`config.mk`:
```
export PLATFORM = sky130hd
export DESIGN_NAME = mult_pipe
export DESIGN_NICKNAME = d
export VERILOG_FILES = /design/src/rtl/mult_pkg.sv /design/src/rtl/mult_prefix_add.sv /design/src/rtl/mult_pipe.sv
export SDC_FILE = /design/constraint.sdc
export NUM_CORES = 1
export LEC_CHECK = 0
export BUFFER_PORTS_ARGS = -buffer_cell sky130_fd_sc_hd__buf_2
export CAP_MARGIN = 20
export CORE_ASPECT_RATIO = 1.75
export CORE_MARGIN = 5
export CORE_UTILIZATION = 40
export CTS_BUF_LIST = sky130_fd_sc_hd__clkbuf_8
export DETAILED_ROUTE_END_ITERATION = 8
export GPL_TIMING_DRIVEN = 1
export PLACE_DENSITY = 0.65
export SLEW_MARGIN = 20
export SYNTH_ARGS = -nofsm -noshare
export SYNTH_HDL_FRONTEND = slang
export SYNTH_SLANG_ARGS = --single-unit
```
`constraint.sdc`:
```
create_clock -name clk -period 4.94 [get_ports clk]
set_input_delay 0.494 -clock clk [delete_from_list [all_inputs] [get_ports clk]]
set_output_delay 0.494 -clock clk [all_outputs]
set_load 0.05 [all_outputs]
```
`src/rtl/mult_pkg.sv`:
```
// Shared sizing helpers for the pipelined multiplier: product width, carry-save
// tree depth, per-rank level split and parallel-prefix adder dimensions.
package mult_pkg;

    localparam int PREFIX_MAX_WIDTH = 64;

    function automatic int prod_width(input int w);
        return 2 * w;
    endfunction

    // Depth of a 3:2 carry-save tree that reduces `rows` rows down to two.
    function automatic int tree_levels(input int rows);
        int n;
        int lv;
        n  = rows;
        lv = 0;
        while (n > 2) begin
            n  = 2 * (n / 3) + (n % 3);
            lv = lv + 1;
        end
        return lv;
    endfunction

    // Earlier ranks take the remainder so the split differs by at most one level.
    function automatic int levels_for_rank(input int rows, input int stages, input int rank);
        int total;
        total = tree_levels(rows);
        return (total / stages) + ((rank < (total % stages)) ? 1 : 0);
    endfunction

    function automatic int prefix_levels(input int n);
        int lv;
        lv = 0;
        while ((32'd1 << lv) < n) begin
            lv = lv + 1;
        end
        return lv;
    endfunction

    function automatic int prefix_black_cells(input int n);
        int cells;
        cells = 0;
        for (int l = 0; l < prefix_levels(n); l++) begin
            cells = cells + (n - int'(32'd1 << l));
        end
        return cells;
    endfunction

endpackage

```
`src/rtl/mult_prefix_add.sv`:
```
// Kogge-Stone style parallel-prefix adder resolving the final two carry-save rows.
// The carry out of the top bit is not produced; sums wrap modulo 2**N.
module mult_prefix_add
    import mult_pkg::*;
#(
    parameter int N = 16
) (
    input  logic [N-1:0] a,
    input  logic [N-1:0] b,
    output logic [N-1:0] s
);

    // Carries are only needed into bits 1..N-1, so the prefix spans N-1 bits.
    localparam int M  = N - 1;
    localparam int LV = prefix_levels(M);

    logic [N-1:0] p0_s;
    logic [M-1:0] g_s [LV+1];
    logic [M-1:0] p_s [LV+1];

    assign p0_s = a ^ b;

    // Generate/propagate prefix network; low bits pass through as grey cells.
    always_comb begin
        g_s[0] = a[M-1:0] & b[M-1:0];
        p_s[0] = p0_s[M-1:0];
        for (int l = 0; l < LV; l++) begin
            for (int i = 0; i < M; i++) begin
                if (i >= int'(32'd1 << l)) begin
                    g_s[l+1][i] = g_s[l][i] | (p_s[l][i] & g_s[l][i - int'(32'd1 << l)]);
                    p_s[l+1][i] = p_s[l][i] & p_s[l][i - int'(32'd1 << l)];
                end else begin
                    g_s[l+1][i] = g_s[l][i];
                    p_s[l+1][i] = p_s[l][i];
                end
            end
        end
    end

    assign s = p0_s ^ {g_s[LV], 1'b0};

endmodule

```
`src/rtl/mult_pipe.sv`:
```
// Pipelined WIDTH x WIDTH multiplier with valid/ready handshake and carry-save tree.
// Define MULT_SIGNED_EN to add the tc port (Baugh-Wooley two's complement mode).
module mult_pipe
    import mult_pkg::*;
#(
    parameter int WIDTH  = 8,
    parameter int STAGES = 2
) (
    input  logic                  clk,
    input  logic                  rst_n,
    input  logic                  in_valid,
    output logic                  in_ready,
    input  logic [WIDTH-1:0]      x,
    input  logic [WIDTH-1:0]      y,
`ifdef MULT_SIGNED_EN
    input  logic                  tc,
`endif
    output logic                  out_valid,
    input  logic                  out_ready,
    output logic [2*WIDTH-1:0]    o
);

    localparam int PW = prod_width(WIDTH);

    typedef logic [WIDTH-1:0][PW-1:0] rows_t;

    logic              adv_s;
    logic              tc_s;
    rows_t             pp_s;
    rows_t             next_s [STAGES];
    rows_t             data_r [STAGES];
    logic [STAGES-1:0] valid_r;

`ifdef MULT_SIGNED_EN
    assign tc_s = tc;
`else
    assign tc_s = 1'b0;
`endif

    // One 3:2 level over every row slot; empty slots are zero and stay zero.
    function automatic rows_t csa_level(input rows_t r);
        rows_t res;
        res = '0;
        for (int g = 0; g < WIDTH / 3; g++) begin
            res[2*g]   = r[3*g] ^ r[3*g+1] ^ r[3*g+2];
            res[2*g+1] = {((r[3*g] & r[3*g+1]) | (r[3*g] & r[3*g+2]) |
                           (r[3*g+1] & r[3*g+2])), 1'b0} >> 1;
            res[2*g+1] = {res[2*g+1][PW-2:0], 1'b0};
        end
        for (int j = 0; j < WIDTH % 3; j++) begin
            res[2*(WIDTH/3)+j] = r[3*(WIDTH/3)+j];
        end
        return res;
    endfunction

    function automatic rows_t reduce_rows(input rows_t r, input int n);
        rows_t t;
        t = r;
        for (int l = 0; l < n; l++) begin
            t = csa_level(t);
        end
        return t;
    endfunction

    // Partial-product matrix; in signed mode the sign-row/column cross terms are
    // inverted and the constant correction bits ride in the free top of row 0.
    always_comb begin
        pp_s = '0;
        for (int i = 0; i < WIDTH; i++) begin
            for (int j = 0; j < WIDTH; j++) begin
                pp_s[i][i+j] = (x[j] & y[i]) ^
                               (tc_s & ((i == WIDTH - 1) != (j == WIDTH - 1)));
            end
        end
        pp_s[0][WIDTH]  = tc_s;
        pp_s[0][PW-1]   = tc_s;
    end

    for (genvar k = 0; k < STAGES; k++) begin : g_rank
        localparam int LVK = levels_for_rank(WIDTH, STAGES, k);
        if (k == 0) begin : g_first
            assign next_s[k] = reduce_rows(pp_s, LVK);
        end else begin : g_next
            assign next_s[k] = reduce_rows(data_r[k-1], LVK);
        end
    end

    assign out_valid = valid_r[STAGES-1];
    assign adv_s     = !valid_r[STAGES-1] || out_ready;
    assign in_ready  = adv_s;

    // Rank registers: all ranks shift together on adv, bubbles included.
    always_ff @(posedge clk or negedge rst_n) begin
        if (!rst_n) begin
            valid_r <= '0;
            for (int k = 0; k < STAGES; k++) begin
                data_r[k] <= '0;
            end
        end else if (adv_s) begin
            valid_r[0] <= in_valid;
            data_r[0]  <= next_s[0];
            for (int k = 1; k < STAGES; k++) begin
                valid_r[k] <= valid_r[k-1];
                data_r[k]  <= next_s[k];
            end
        end
    end

    mult_prefix_add #(
        .N (PW)
    ) u_add (
        .a (data_r[STAGES-1][0]),
        .b (data_r[STAGES-1][1]),
        .s (o)
    );

endmodule

```
Word level (Yosys, flattened, before mapping)

Index checks and enable logic that the tools add are counted.

Bits in registers: 95
Input bits: 20
Output and inout port bits: 18
Word-level logic and storage cells: 239

Reduce and logical (&&, ||, !) cells: 2
Bitwise operators: 230

Operators with widths:

| kind                          | number |
|---|---|
| bitwise AND 15 bit            | 11 |
| OR 15 bit                     | 10 |
| bitwise AND 1 bit             | 140 |
| bitwise XOR 16 bit            | 8 |
| OR 1 bit                      | 45 |
| bitwise XOR 16 x 14 -> 16 bit | 1 |
| bitwise XOR 16 x 15 -> 16 bit | 1 |
| bitwise AND 14 x 15 -> 15 bit | 1 |
| bitwise AND 15 x 14 -> 15 bit | 1 |
| OR 15 x 10 -> 15 bit          | 1 |
| OR 15 x 13 -> 15 bit          | 1 |
| bitwise AND 11 x 13 -> 13 bit | 1 |
| bitwise AND 12 x 13 -> 13 bit | 1 |
| bitwise XOR 12 x 13 -> 13 bit | 1 |
| bitwise AND 11 x 12 -> 12 bit | 1 |
| bitwise XOR 11 x 12 -> 12 bit | 1 |
| bitwise AND 8 x 10 -> 10 bit  | 1 |
| bitwise AND 9 x 10 -> 10 bit  | 1 |
| bitwise XOR 9 x 10 -> 10 bit  | 1 |
| bitwise AND 8 x 9 -> 9 bit    | 1 |
| bitwise XOR 8 x 9 -> 9 bit    | 1 |
| zero test 1 bit               | 1 |
| logical OR 1 bit              | 1 |

Logic depth before layout (Yosys ltp)

Gate-level depths: netlist of run 1.

Depth in word-level cells: 9
Gate-level depth with buffers: 8
Depth with buffers taken out: 8

Cells and area by module

Synthesis of run 1 repeated with hierarchy kept, for this count alone.

Cells, all modules: 382
Area total of the unflattened synthesis: 4697.0 sq um

By module, submodules not included:

| module          | area each (sq um) | seq. area each (sq um) | times used | cells each |
|---|---|---|---|---|
| mult_pipe       | 4010.1            | 1676.6                 | 1          | 292 |
| mult_prefix_add | 686.9             | 0.0                    | 1          | 90 |

Worst setup path before layout of run 1

OpenSTA, ideal clock, no wires.

Path type: register -> output
From: reg data_r[5] (netlist name)
To: out o[15]
Path slack: 2.199 ns
Arrival time: 2.247 ns
Stages on the path, launching flop included: 9
Buffers on the path: 0
Required time: 4.446 ns
Cells stage by stage: dfrtp_1 > ha_1 > inv_1 > fa_1 > nand2b_1 > a21oi_2 > nor2_1 > a21oi_1 > xor2_1

Cells in the longest elaborated chain, start to end: 8
Elaborated cells on any way between the ends: 13
Classes of those cells: bitwise: 13

RTL lines:

| what                                                            | line                                         | text |
|---|---|---|
| start, declared                                                 | mult_pipe.sv:31                              | `rows_t data_r [STAGES];` |
| start signal, assigned by index                                 | mult_pipe.sv:104                             | `data_r[k] <= next_s[k];` |
| bitwise AND 15 bit / bitwise XOR 16 bit (equally long branches) | mult_prefix_add.sv:25, mult_prefix_add.sv:21 |  |
| bitwise AND 1 bit (on tied branches)                            | mult_prefix_add.sv:30, mult_prefix_add.sv:31 |  |
| OR 1 bit (tied with other cells)                                | mult_prefix_add.sv:30                        | `g_s[l+1][i] = g_s[l][i] \| (p_s[l][i] & g_s[l][i - int'(32'd1 << l)]);` |
| OR 1 bit / bitwise AND 1 bit (equally long branches)            | mult_prefix_add.sv:30                        |  |
| OR 1 bit (*)                                                    | mult_prefix_add.sv:30                        |  |
| bitwise AND 1 bit (*)                                           | mult_prefix_add.sv:30                        |  |
| OR 1 bit (*)                                                    | mult_prefix_add.sv:30                        |  |
| bitwise XOR 16 bit (*)                                          | mult_prefix_add.sv:40                        | `assign s = p0_s ^ {g_s[LV], 1'b0};` |
| end, declared                                                   | mult_pipe.sv:20                              | `output logic [2*WIDTH-1:0] o` |

Mark *: on every way between the ends. The rest lies on a longest branch, timed or not.

Final worst setup path of run 1

From: reg data_r[21] (netlist name)
To: out o[15]

The elaborated chain is that of the path after synthesis.

==> impl_summary.md, run 1 <==
Pwr
The total power after layout is 2.54 mW. The clock network is responsible for 19.8% of the overall power. Across the VDD grid, the largest voltage drop is 0.587 mV. The net switching fraction of the power is 43.9%. The power dissipated by switching net loads is 1.11 mW. In this run the static leakage power is 2.33 nW. In this run the power density over the cells is 525 mW/mm^2. Per report_power, the combinational group accounts for 49.9% of the total. Internal power comes to 1.42 mW. The sequential power share is 30.2%.

Placed design
Routability-driven placement finished with a final weighted congestion of 0.741. The wire-length estimate of the detail-placed layout is 6110 um. The count of buffers added on input and output ports is 37.

The worst setup slack after placement is 2.33 ns.

Run
The number of max-cap violations is 0.

Worst setup path
The largest stage delay on the critical path is 0.40 ns. The count of buffering cells on the critical path with inverters included is 2. The kind of cell with the highest combined delay along the critical path is adder cells.

The nature of the critical path startpoint is a flip-flop. The signal on the critical path passes through ha_1, inv_1, fa_1, nand2b_1, a21oi_2, nor2_1, a21oi_1, xor2_1, buf_2. Among all stages on the critical path, the largest delay is contributed by sky130_fd_sc_hd__fa_1.

The endpoint arrival time on the critical path is 2.44 ns. The worst setup path category is flip-flop to output port. Of all nets on the critical path, the largest fanout is 2. For the worst setup path, the data required time is 4.45 ns. The worst setup path is captured at an output port.

Layout
The layout filler cell count is 1,009. Of the cells placed in the final design, the portion with a size suffix greater than 1 is 25.8%. The number of antenna repair diodes is 0.

In the final design database the tool counted 466 nets. The library cells used most frequently in the layout, excluding fill and tap cells, are sky130_fd_sc_hd__dfrtp_1 (67), sky130_fd_sc_hd__and2_1 (61), sky130_fd_sc_hd__fa_1 (39). The area overhead of the layout relative to synthesis is 11.9%.

The most common cell after layout, fill and taps aside is sky130_fd_sc_hd__dfrtp_1.

Global route
The largest net degree at the start of global routing is 68. The via count of the first global-routing pass is 2,864. The number of antenna violations at the first check in global routing came to 0. The global router's overall resource usage is 13.7%. The wire length of the first global-routing pass is 14,000 um. The total overflow left after global routing is 0.

STA
The number of pins exceeding their max-slew limit in the final report is 0. Setup repair after global routing left no endpoint under its margin. The worst clock skew is 0.0108 ns.

The final setup TNS is 0 ns. The period utilization is 59.4%. For the finished layout, the period the worst path requires is 2.93 ns. The worst hold slack across all endpoints is 0.323 ns. Setup violations remaining at the end of the flow were counted as 0.

The headroom to the max-slew limit is 43.9%. The number of failing hold endpoints at the final stage is 0. The post-route worst setup slack is 2.01 ns. The highest clock rate is 341 MHz. For the pin with the worst max-slew slack, the measured transition is 0.841 ns.

CTS
The number of buffers added for setup after CTS is 0. The number of buffers inserted during clock tree synthesis is 9. No sink is reached through more buffers than the 2 on the longest clock path. Gates resized during post-CTS repair numbered 0. The maximum level of the CTS H-tree is 3. CTS placed an instance of sky130_fd_sc_hd__clkbuf_8 at the clock tree root. The TritonCTS sink count is 67.

The later pin in the worst-skew pair is clocked with a latency of 0.34 ns. Clock-pin slew was measured on the worst setup and hold paths at 0.07 ns. The post-cts hold buffer count is 0. The clock tree from TritonCTS is yes.

Min path
The worst hold-check path type is primary input to async pin.

Synth
The share of the yosys chip area belonging to registers is 38.8%. The net count after synthesis is 430. The number of warnings reported in the yosys synthesis log is 0. The summed instance area of the synthesized netlist is 0.00432 mm^2. After synthesis, the netlist uses 30 different library cells.

After synthesis the netlist holds a flip-flop and latch count of 67. The cell count after synthesis is 346. The average size of a mapped cell is 12.5 um^2.

Die
The die height is 147 um. In this run the standard cell core region covers 0.0106 mm^2. Measured along the x axis, the die boundary spans 88.5 um. The floorplan has 50 rows.

The number of primary I/O pins is 38. The initial standard-cell utilization of the core is 40.6%. The floorplan step defined a die boundary enclosing 0.0131 mm^2.

Detailed routing
The pre-antenna-repair detailed-routing pass consisted of 4 iterations. After detailed routing, the average wire length per cell comes to 15.0 um. Dividing the detail-routed via count by the number of cells gives 5.00. For this run, design rule violations remaining after detail routing come to 0. Detailed routing inserted a total of 2,584 vias. The first routing iteration left 54 violations.

The final routed wirelength across all metal layers is 7780 um. In this run the remaining antenna-violating nets after routing total 0.

Outcome
The run finished with clean final reports.
==> cell families (layout without fill, tap and decap cells) <==
logic type                 Yosys count  count (layout)  share of synthesized area [%]
DFF                                 67              67                           38.8
xor gates and xnor gates             9               9                           1.83
adders and majority gates           64              64                           25.3
muxes                               55              55                           14.3
AOI/OAI and AO/OA                   26              26                           3.80
buffers and inverters               32              73                           3.45
and+or+nand+nor                     93              93                           12.4
==> Yosys cell counts <==
| library cell | count | area (um^2) |
|---|---|---|
| sky130_fd_sc_hd__a31oi_1 | 1 | 6.26 |
| sky130_fd_sc_hd__o31ai_1 | 1 | 7.51 |
| sky130_fd_sc_hd__fa_1 | 39 | 781 |
| sky130_fd_sc_hd__nand3_2 | 1 | 10.0 |
| sky130_fd_sc_hd__o2111ai_2 | 1 | 15.0 |
| sky130_fd_sc_hd__nand3_1 | 7 | 35.0 |
| sky130_fd_sc_hd__o21ai_0 | 4 | 20.0 |
| sky130_fd_sc_hd__buf_2 | 8 | 40.0 |
| sky130_fd_sc_hd__and2_1 | 61 | 382 |
| sky130_fd_sc_hd__dfrtp_1 | 67 | 1680 |
| sky130_fd_sc_hd__a21oi_2 | 4 | 35.0 |
| sky130_fd_sc_hd__nor3_2 | 1 | 10.0 |
| sky130_fd_sc_hd__ha_1 | 25 | 313 |
| sky130_fd_sc_hd__a21o_1 | 1 | 7.51 |
| sky130_fd_sc_hd__o21a_1 | 1 | 7.51 |
| sky130_fd_sc_hd__mux2_1 | 19 | 214 |
| sky130_fd_sc_hd__mux2_2 | 36 | 405 |
| sky130_fd_sc_hd__xor2_1 | 4 | 35.0 |
| sky130_fd_sc_hd__inv_1 | 18 | 67.6 |
| sky130_fd_sc_hd__nand2_1 | 12 | 45.0 |
| sky130_fd_sc_hd__xnor2_1 | 5 | 43.8 |
| sky130_fd_sc_hd__a21oi_1 | 6 | 30.0 |
| sky130_fd_sc_hd__nand2b_1 | 3 | 18.8 |
| sky130_fd_sc_hd__clkbuf_1 | 1 | 3.75 |
| sky130_fd_sc_hd__o21ai_1 | 7 | 35.0 |
| sky130_fd_sc_hd__nor2_1 | 5 | 18.8 |
| sky130_fd_sc_hd__buf_4 | 5 | 37.5 |
| sky130_fd_sc_hd__or2_2 | 1 | 6.26 |
| sky130_fd_sc_hd__and3_1 | 1 | 6.26 |
| sky130_fd_sc_hd__nor3_1 | 1 | 5.00 |
==> final cells by class <==
cell class	instances	area [um^2]	share of cell area (%)
multi-input combinational	247	2500	51.7
sequential	67	1680	34.7
timing repair buffer	39	200	4.14
tap	130	163	3.37
clock buffer	10	138	2.85
clock inverter	6	88.8	1.84
inverter	18	67.6	1.40
==> final timing paths <==
path | start | slack (ns) | end | depth (start not counted)
setup / recovery | data_r[21]$_DFFE_PN0P_ | 2.01 | o[15] | 9
hold / removal | rst_n | 0.32 | data_r[174]$_DFFE_PN0P_ | 2
setup reg to reg | data_r[138]$_DFFE_PN0P_ | 3.11 | data_r[10]$_DFFE_PN0P_ | 3
hold reg to reg | valid_r[0]$_DFFE_PN0P_ | 0.46 | valid_r[1]$_DFFE_PN0P_ | 1
max in group asynchronous | rst_n | 4.04 | data_r[166]$_DFFE_PN0P_ | 2
min in group clk | in_valid | 0.39 | valid_r[0]$_DFFE_PN0P_ | 2
==> stage by stage <==
stage | cells | cell area, um^2 | util [%]
2_1_floorplan | 346 | 4320 | -
5_1_grt | 517 | 4830 | 45.4
3_5_place_dp | 501 | 4610 | 43.3
3_3_place_gp | 501 | 4610 | 43.3
6_report | 517 | 4830 | 45.4
4_1_cts | 517 | 4830 | 45.4
==> state kept, by name, summed over array words and instances, names as in the netlist <==
register and flops:
data_r 65, valid_r 2
==> routing by layer <==
metal,global-route usage [%],up-vias,wire (um)
li1,-,1215,-
met1,17.5,1318,3340
met2,22.8,42,4040
met3,2.51,9,239
met4,5.45,0,158
met5,0,-,0
==> worst reg2reg max path: cells and delay by family (launching register included) <==
family	cells	cell delay, ns
flops	1	0.41
fa+ha+maj	2	1.00
mux	1	0.31
==> power groups by stage <==
stage / Clock (mW) / Combinational, mW / Sequential, mW
floorplan: 0 / 1.02 / 0.761
CTS: 0.521 / 1.29 / 0.771
finish: 0.503 / 1.27 / 0.767
global placement: 0 / 1.26 / 0.773
detailed placement: 0 / 1.28 / 0.781
global route: 0.544 / 1.41 / 0.788
(Power assumes the default switching activity.)
==> run 2: changes to the inputs <==
--- a/config.mk
+++ b/config.mk
@@ -13,7 +13,7 @@
 export CTS_BUF_LIST = sky130_fd_sc_hd__clkbuf_8
 export DETAILED_ROUTE_END_ITERATION = 8
 export GPL_TIMING_DRIVEN = 1
-export PLACE_DENSITY = 0.65
+export PLACE_DENSITY = 0.67
 export SLEW_MARGIN = 20
 export SYNTH_ARGS = -nofsm -noshare
 export SYNTH_HDL_FRONTEND = slang
==> constraint.sdc (replaced) <==
create_clock -name clk -period 2.5 [get_ports clk]
set_input_delay 0.25 -clock clk [delete_from_list [all_inputs] [get_ports clk]]
set_output_delay 0.25 -clock clk [all_outputs]
set_load 0.05 [all_outputs]
==> impl_summary.md, run 2 (same netlist as run 1, synthesis figures left out) <==
Layout
The layout filler cell count is 1,001. The library cells used most frequently in the layout, excluding fill and tap cells, are sky130_fd_sc_hd__dfrtp_1 (67), sky130_fd_sc_hd__and2_1 (61), sky130_fd_sc_hd__fa_1 (38). The net count of the finished layout is 471.

The library cell used most frequently in the layout, excluding fill and tap cells, is sky130_fd_sc_hd__dfrtp_1. The register with the most flip-flops is data_r. Relative to the synthesized area, the layout overhead comes to 13.7%. The number of antenna diodes in the final layout is 0. The proportion of layout cells with a drive suffix above 1 is 28.6%.

The register with the most flip-flops in the layout has 65 of them. The largest registers in the layout are data_r: 65 flops, valid_r: 2 flops. The sequential cell area in the final layout is 0.00168 mm^2.

The multi-input gate area in the final layout is 0.00254 mm^2. The final standard cell utilization of the core is 46.2%.

STA
The transition at the pin with the smallest max-transition slack is 0.616 ns. Setup repair after global routing could not meet its margin everywhere. Setup violations remaining at the end of the flow were counted as 0. Hold timing on the final database bottoms out at a slack of 0.138 ns. The period utilization is 96.7%. For this run, the top clock speed supported by timing is 414 MHz.

The worst path in the final design needs a cycle of 2.42 ns, including I/O delays and setup. Measured against its own limit, the worst slew margin works out to 58.9%. The number of pins exceeding their max-slew limit in the final report is 0. The number of failing hold endpoints at the final stage is 0. The worst clock skew is 0.00953 ns.

Pwr
The power dissipated by switching net loads is 2.25 mW. Cell internal power was estimated by the tool at 2.77 mW. The total leakage power is 2.35 nW. Net switching is 44.8% of the power.

Total power for the finished layout comes to 5.01 mW. Power spread over the standard cell area amounts to 1020 mW/mm^2. The proportion of power drawn by combinational gates is 51.4%.

Of the total power, the clock network draws 18.2%. Per report_power, the sequential group accounts for 30.4% of the total. Across the VDD grid, the largest voltage drop is 1.14 mV.

Detailed routing
The post-detailed-route count of antenna-violating nets is 0. The final routed wirelength across all metal layers is 7920 um. In the routed design, unresolved DRC markers number 0. The average routed wire per standard cell is 15.2 um.

For this block, the via count after detailed routing is 2,646. Dividing the detail-routed via count by the number of cells gives 5.07. The detailed router finished its first iteration with 73 violations.

The first TritonRoute pass finished after 4 iterations.

Die
The die extent in x is 88.5 um. The initial standard-cell utilization of the core is 40.6%. The floorplan has 50 rows. The die height is 147 um.

The number of primary I/O pins is 38. The core region is 0.0106 mm^2. The die covers 0.0131 mm^2.

Worst setup path
Together, buffers and inverters on the worst path number 2. For this design, the slowest cell found on the critical path is sky130_fd_sc_hd__dfrtp_1. The nature of the critical path startpoint is a flip-flop. In this design, the stage delay of the slowest critical-path cell is 0.40 ns.

Along the worst path, the maximum fanout reaches 2. The worst register-to-register path begins at data_r[138]$_DFFE_PN0P_. The worst setup path is captured at an output port. The critical path is of the flip-flop to output port type. Measured in cells, the most critical reg-to-reg path has a length of 3. The kind of cell with the highest combined delay along the critical path is adder cells. The critical path goes through ha_4, inv_2, fa_2, nand2b_4, a21oi_4, nor2_2, a21oi_2, xor2_1, buf_4. For the worst setup path, the data required time is 2.25 ns. The endpoint arrival time on the critical path is 2.17 ns. The endpoint identified for the worst register-to-register timing path is data_r[10]$_DFFE_PN0P_. Across all register-to-register paths, the minimum setup slack is 0.69 ns.

Run
The number of max-cap violations is 0.

Placed design
Port buffering added 37 buffers. Once detailed placement completed, the half-perimeter wirelength came to 6240 um. The congestion estimate from routability-driven global placement came to 0.783.

Global route
Entering global routing, the biggest net connects 49 pins. The via count of the first global-routing pass is 2,847. The number of antenna violations at the first check in global routing is 0. The wire length of the first global-routing pass is 13,800 um. The leftover overflow at the end of global routing is 0. The global router's overall resource usage is 13.5%.

Min path
Along the worst hold path, the cell count comes to 2. In this run the most critical hold path is launched from in_valid. For hold timing, the worst endpoint is valid_r[0]$_DFFE_PN0P_.

The worst hold-check path type is primary input to flip-flop.

CTS
The H-tree was split into 3 levels. The clock tree from TritonCTS is yes. The clock drives 67 sinks.

The number of buffers inserted during clock tree synthesis is 9. The CTS clock-pin slew for the worst setup and hold paths is 0.07 ns. The later pin in the worst-skew pair is clocked with a latency of 0.34 ns. The master cell of the clock root buffer is sky130_fd_sc_hd__clkbuf_8.

The worst-case clock buffer depth is 2.

Outcome
The flow ran to the end, and the final reports show no timing, DRC or antenna violations.
==> run 2: final cells by class <==
class | count | area share [%]
clock buffers | 10 | 2.80
multi-input cells | 247 | 51.7
repair buffers | 44 | 5.30
well taps | 130 | 3.31
flip-flops and latches | 67 | 34.1
clock inverters | 6 | 1.32
inverters | 18 | 1.38
==> run 2: worst max path at each step <==
stage / start / to / depth (start not counted)
after global routing: data_r[21]$_DFFE_PN0P_ / o[13] / 9
after floorplan: data_r[5]$_DFFE_PN0P_ / o[15] / 8
after detailed placement: data_r[21]$_DFFE_PN0P_ / o[15] / 9
after global placement: data_r[5]$_DFFE_PN0P_ / o[15] / 9
after CTS: data_r[5]$_DFFE_PN0P_ / o[15] / 9
final: data_r[21]$_DFFE_PN0P_ / o[15] / 9
==> run 2: metrics by stage <==
step	area [um^2]	TNS, ns	instances	setup WS [ns]
2_1_floorplan	4320	0	346	0.00268
3_3_place_gp	4630	0	503	0.149
3_5_place_dp	4630	0	503	0.161
4_1_cts	4880	0	521	0.00253
5_1_grt	4910	-0.0376	522	-0.0223
6_report	4910	0	522	0.0819
==> run 2: power by group through the flow <==
| stage | clock [mW] | sequential [mW] | combinational, mW |
|---|---|---|---|
| 6_report | 0.914 | 1.52 | 2.58 |
| 5_1_grt | 0.980 | 1.56 | 2.86 |
| 4_1_cts | 0.933 | 1.52 | 2.60 |
| 3_5_place_dp | 0 | 1.54 | 2.55 |
| 3_3_place_gp | 0 | 1.53 | 2.50 |
| 2_1_floorplan | 0 | 1.50 | 2.02 |
==> run 2: routing by layer <==
metal	part of all wire (%)	track usage [%]	up-vias
met5	0	0	-
met4	1.8	6.13	0
met3	2.9	1.62	12
met2	52	22.2	46
met1	44	17.6	1358
li1	-	-	1230
==> run 2: worst reg2reg max path, delay by kind of cell, from the launching register on <==
family | cells | cell delay (ns)
flip-flops | 1 | 0.40
multiplexers | 1 | 0.30
adder cells (fa/ha/maj) | 2 | 1.00
==> run 2: what timing repair did <==
item | 4_1_cts | 5_1_grt
hold endpoints to repair | 14 | 0
setup buffers | 1 | 1
hold buffers | 1 | 0
cloned | 0 | 0
setup endpoints to repair | 2 | 3
pin swaps | 2 | 3
gates resized for setup | 7 | 7
==> run 3: changes to the inputs <==
==> constraint.sdc (replaced) <==
create_clock -name clk -period 2.15 [get_ports clk]
set_input_delay 0.215 -clock clk [delete_from_list [all_inputs] [get_ports clk]]
set_output_delay 0.215 -clock clk [all_outputs]
set_load 0.05 [all_outputs]
==> impl_summary.md, run 3 (same netlist as run 1, synthesis figures left out) <==
Die
The total die area is 0.0131 mm^2. For this configuration, the core starts out at a cell density of 40.6%. The placeable core region is 0.0106 mm^2.

During I/O placement, the number of pins put on the boundary was 38. In this run the core area contains 50 standard-cell rows. The die extent in x is 88.5 um. The die height is 147 um.

Placed design
After detailed placement, the total cell area comes to 0.00476 mm^2. The routability-driven placement congestion ratio is 0.782. Buffers placed on the I/O ports in this run total 37.

The number of placed cells counting well taps is 511. Once detailed placement completed, the half-perimeter wirelength came to 6280 um. The worst setup slack after placement is -0.174 ns.

Layout
The sequential cell area in the final layout is 0.00168 mm^2. The area overhead of the layout relative to synthesis is 20.7%. Ranked by flip-flop count, first place goes to data_r. The largest registers in the layout are data_r: 65 flops, valid_r: 2 flops. In the layout the commonest cells are sky130_fd_sc_hd__dfrtp_1 (67), sky130_fd_sc_hd__and2_1 (61), sky130_fd_sc_hd__fa_1 (38).

The proportion of layout cells with a drive suffix above 1 is 33.3%. 0 antenna diodes ended up in the layout. The number of cells in the finished layout apart from fillers is 533.

The number of flip-flops in the largest register is 65. In the final layout, the multi-input gates occupy 0.00269 mm^2. Leaving out fill and tap cells, the most frequent cell in the layout is sky130_fd_sc_hd__dfrtp_1.

The layout filler cell count is 983. The finished cells cover 0.00521 mm^2. The number of nets in the layout is 483.

Worst setup path
In this run the number of cells on the critical path is 9. Counting both buffers and inverters, the worst setup path holds a total of 2. The setup path with the least slack is of type flip-flop to output port.

The slowest stage of the critical path belongs to the cell sky130_fd_sc_hd__dfrtp_1. STA classifies the critical path endpoint as an output port. The required time at the worst-slack endpoint is 1.93 ns. On the worst path, the slowest cell contributes a delay of 0.36 ns.

For the worst flop-to-flop path, the logic depth is 3. The highest fanout seen on the critical path is 2. In this design, the largest share of critical-path delay is due to adder cells. The critical path goes through ha_2, inv_2, fa_2, nand2b_4, a21oi_4, nor3_2, a21oi_2, xor2_4, buf_6. The endpoint arrival time on the critical path is 2.23 ns. STA classifies the critical path startpoint as a flip-flop.

CTS
For the worst-skew pair, the clock arrives at the later sink with an insertion delay of 0.35 ns. The TritonCTS sink count is 67. The maximum level of the CTS H-tree is 3.

TritonCTS built the clock tree. The number of buffers inserted during clock tree synthesis is 9. The worst-case clock buffer depth is 2. Clock-pin slew was measured on the worst setup and hold paths at 0.07 ns. The master cell of the clock root buffer is sky130_fd_sc_hd__clkbuf_8.

Global route
The number of antenna violations at the first check in global routing is 0. The leftover overflow at the end of global routing is 0. The largest net degree at the start of global routing is 46. The first global-routing pass estimated 14,400 um of wire. The via count of the first global-routing pass is 2,970. In the global route stage, overall resource usage came out at 14.1%.

Outcome
The final reports fail on setup timing. The run finished, with violations left.

Pwr
The internal cell power is 3.82 mW. The total power divided by cell area is 1270 mW/mm^2. Per report_power, the clock group accounts for 17.2% of the total.

Net switching is 42.2% of the power. Of the total power, registers draw 27.2%. The total leakage power is 2.46 nW. VDD sags by at most 1.28 mV. For this design the total switching power over the nets is 2.79 mW. The proportion of power drawn by combinational gates is 55.6%.

Detailed routing
The post-detailed-route count of antenna-violating nets is 0. The iteration-0 DRC count of the detailed router is 88. For this run, design rule violations remaining after detail routing come to 0.

The final routed wirelength across all metal layers is 8050 um. The first-pass detailed-route iteration total is 4. For this block, the via count after detailed routing is 2,660. The via-per-instance ratio is 4.99.

The average routed wire per standard cell is 15.1 um.

Min path
The tightest min-delay check is of the primary input to flip-flop type. The number of cells on the worst hold path is 2.

STA
The number of failing hold endpoints at the final stage is 0. After layout, the minimum clock period comes to 2.44 ns. The headroom to the max-slew limit is 65.8%. After layout, the worst path uses 114% of the clock period.

The transition at the pin with the smallest max-transition slack is 0.513 ns. The post-route worst setup slack is -0.290 ns. Setup violations remaining at the end of the flow were counted as 6. Setup repair after global routing could not meet its margin everywhere. Clock skew on the completed layout was measured at 0.00615 ns. The number of pins exceeding their max-slew limit in the final report is 0. The highest clock rate is 410 MHz.

Run
The tool flagged a number of max-cap violations equal to 0.
## run 3: cell types whose count changed in the layout (fill, tap and decap cells not counted), moves of 2 or more
cell,change
sky130_fd_sc_hd__xnor2_1,-3
sky130_fd_sc_hd__xor2_1,-2
sky130_fd_sc_hd__xnor2_2,+3
sky130_fd_sc_hd__o21ai_0,-2
sky130_fd_sc_hd__clkinvlp_4,-3
sky130_fd_sc_hd__buf_6,+7
sky130_fd_sc_hd__buf_2,-6
sky130_fd_sc_hd__ha_1,-4
sky130_fd_sc_hd__ha_4,+4
sky130_fd_sc_hd__o21ai_1,+2
sky130_fd_sc_hd__buf_4,+9
## run 3: repair_timing
action / 4_1_cts / 5_1_grt
setup endpoints to repair: 8 / 9
hold buffers: 1 / 0
pin swaps: 12 / 4
endpoints found under the hold margin: 22 / 0
resized for setup: 35 / 6
setup buffers: 2 / 4
## run 3: path summary, 6_finish.rpt
kind                                          from                 endpoint  slack, ns
setup reg to reg           data_r[138]$_DFFE_PN0P_   data_r[10]$_DFFE_PN0P_       0.36
max in group asynchronous                    rst_n  data_r[153]$_DFFE_PN0P_       1.17
hold reg to reg             valid_r[0]$_DFFE_PN0P_   valid_r[1]$_DFFE_PN0P_       0.46
min in group asynchronous                    rst_n   valid_r[0]$_DFFE_PN0P_       0.37
setup / recovery             data_r[5]$_DFFE_PN0P_                    o[13]      -0.29
hold / removal                            in_valid   valid_r[0]$_DFFE_PN0P_        0.1
## run 3: routing by layer
metal	track usage, %	wire length, um	up-vias
met3	2.40	206	12
met4	5.67	178	0
met1	17.7	3390	1354
met2	23.8	4270	43
li1	-	-	1251
met5	0	0	-
## run 3: power groups by stage
stage | logic (mW) | registers (mW) | clock network [mW]
after global placement | 3.12 | 1.78 | 0
after detailed placement | 3.19 | 1.80 | 0
after global routing | 4.01 | 1.85 | 1.22
after floorplan | 2.48 | 1.75 | 0
final | 3.67 | 1.80 | 1.13
after CTS | 3.63 | 1.81 | 1.17
## run 3: final cells by class
| cell class | count | area share, % |
|---|---|---|
| Sequential cell | 67 | 32.2 |
| Clock inverter | 5 | 1.49 |
| Tap cell | 130 | 3.12 |
| Inverter | 18 | 1.30 |
| Timing Repair Buffer | 56 | 7.76 |
| Clock buffer | 10 | 2.64 |
| Multi-Input combinational cell | 247 | 51.5 |
## run 3: worst register-to-register path: stages (launching register included)
cell and delay, ns:
sky130_fd_sc_hd__dfrtp_1 0.40, sky130_fd_sc_hd__fa_1 0.57, sky130_fd_sc_hd__fa_1 0.41, sky130_fd_sc_hd__mux2_1 0.29
## run 3: metrics by stage
step / hold WS (ns) / utilization, % / setup TNS, ns / power, mW
detailed placement: 0.216 / 44.7 / -0.368 / 4.98
floorplan: -0.0806 / - / -0.236 / 4.23
global placement: 0.212 / 44.7 / -0.255 / 4.90
global route: 0.0976 / 49.0 / -1.58 / 7.08
finish: 0.0968 / 49.0 / -1.04 / 6.61
CTS: 0.0818 / 48.6 / -1.17 / 6.60
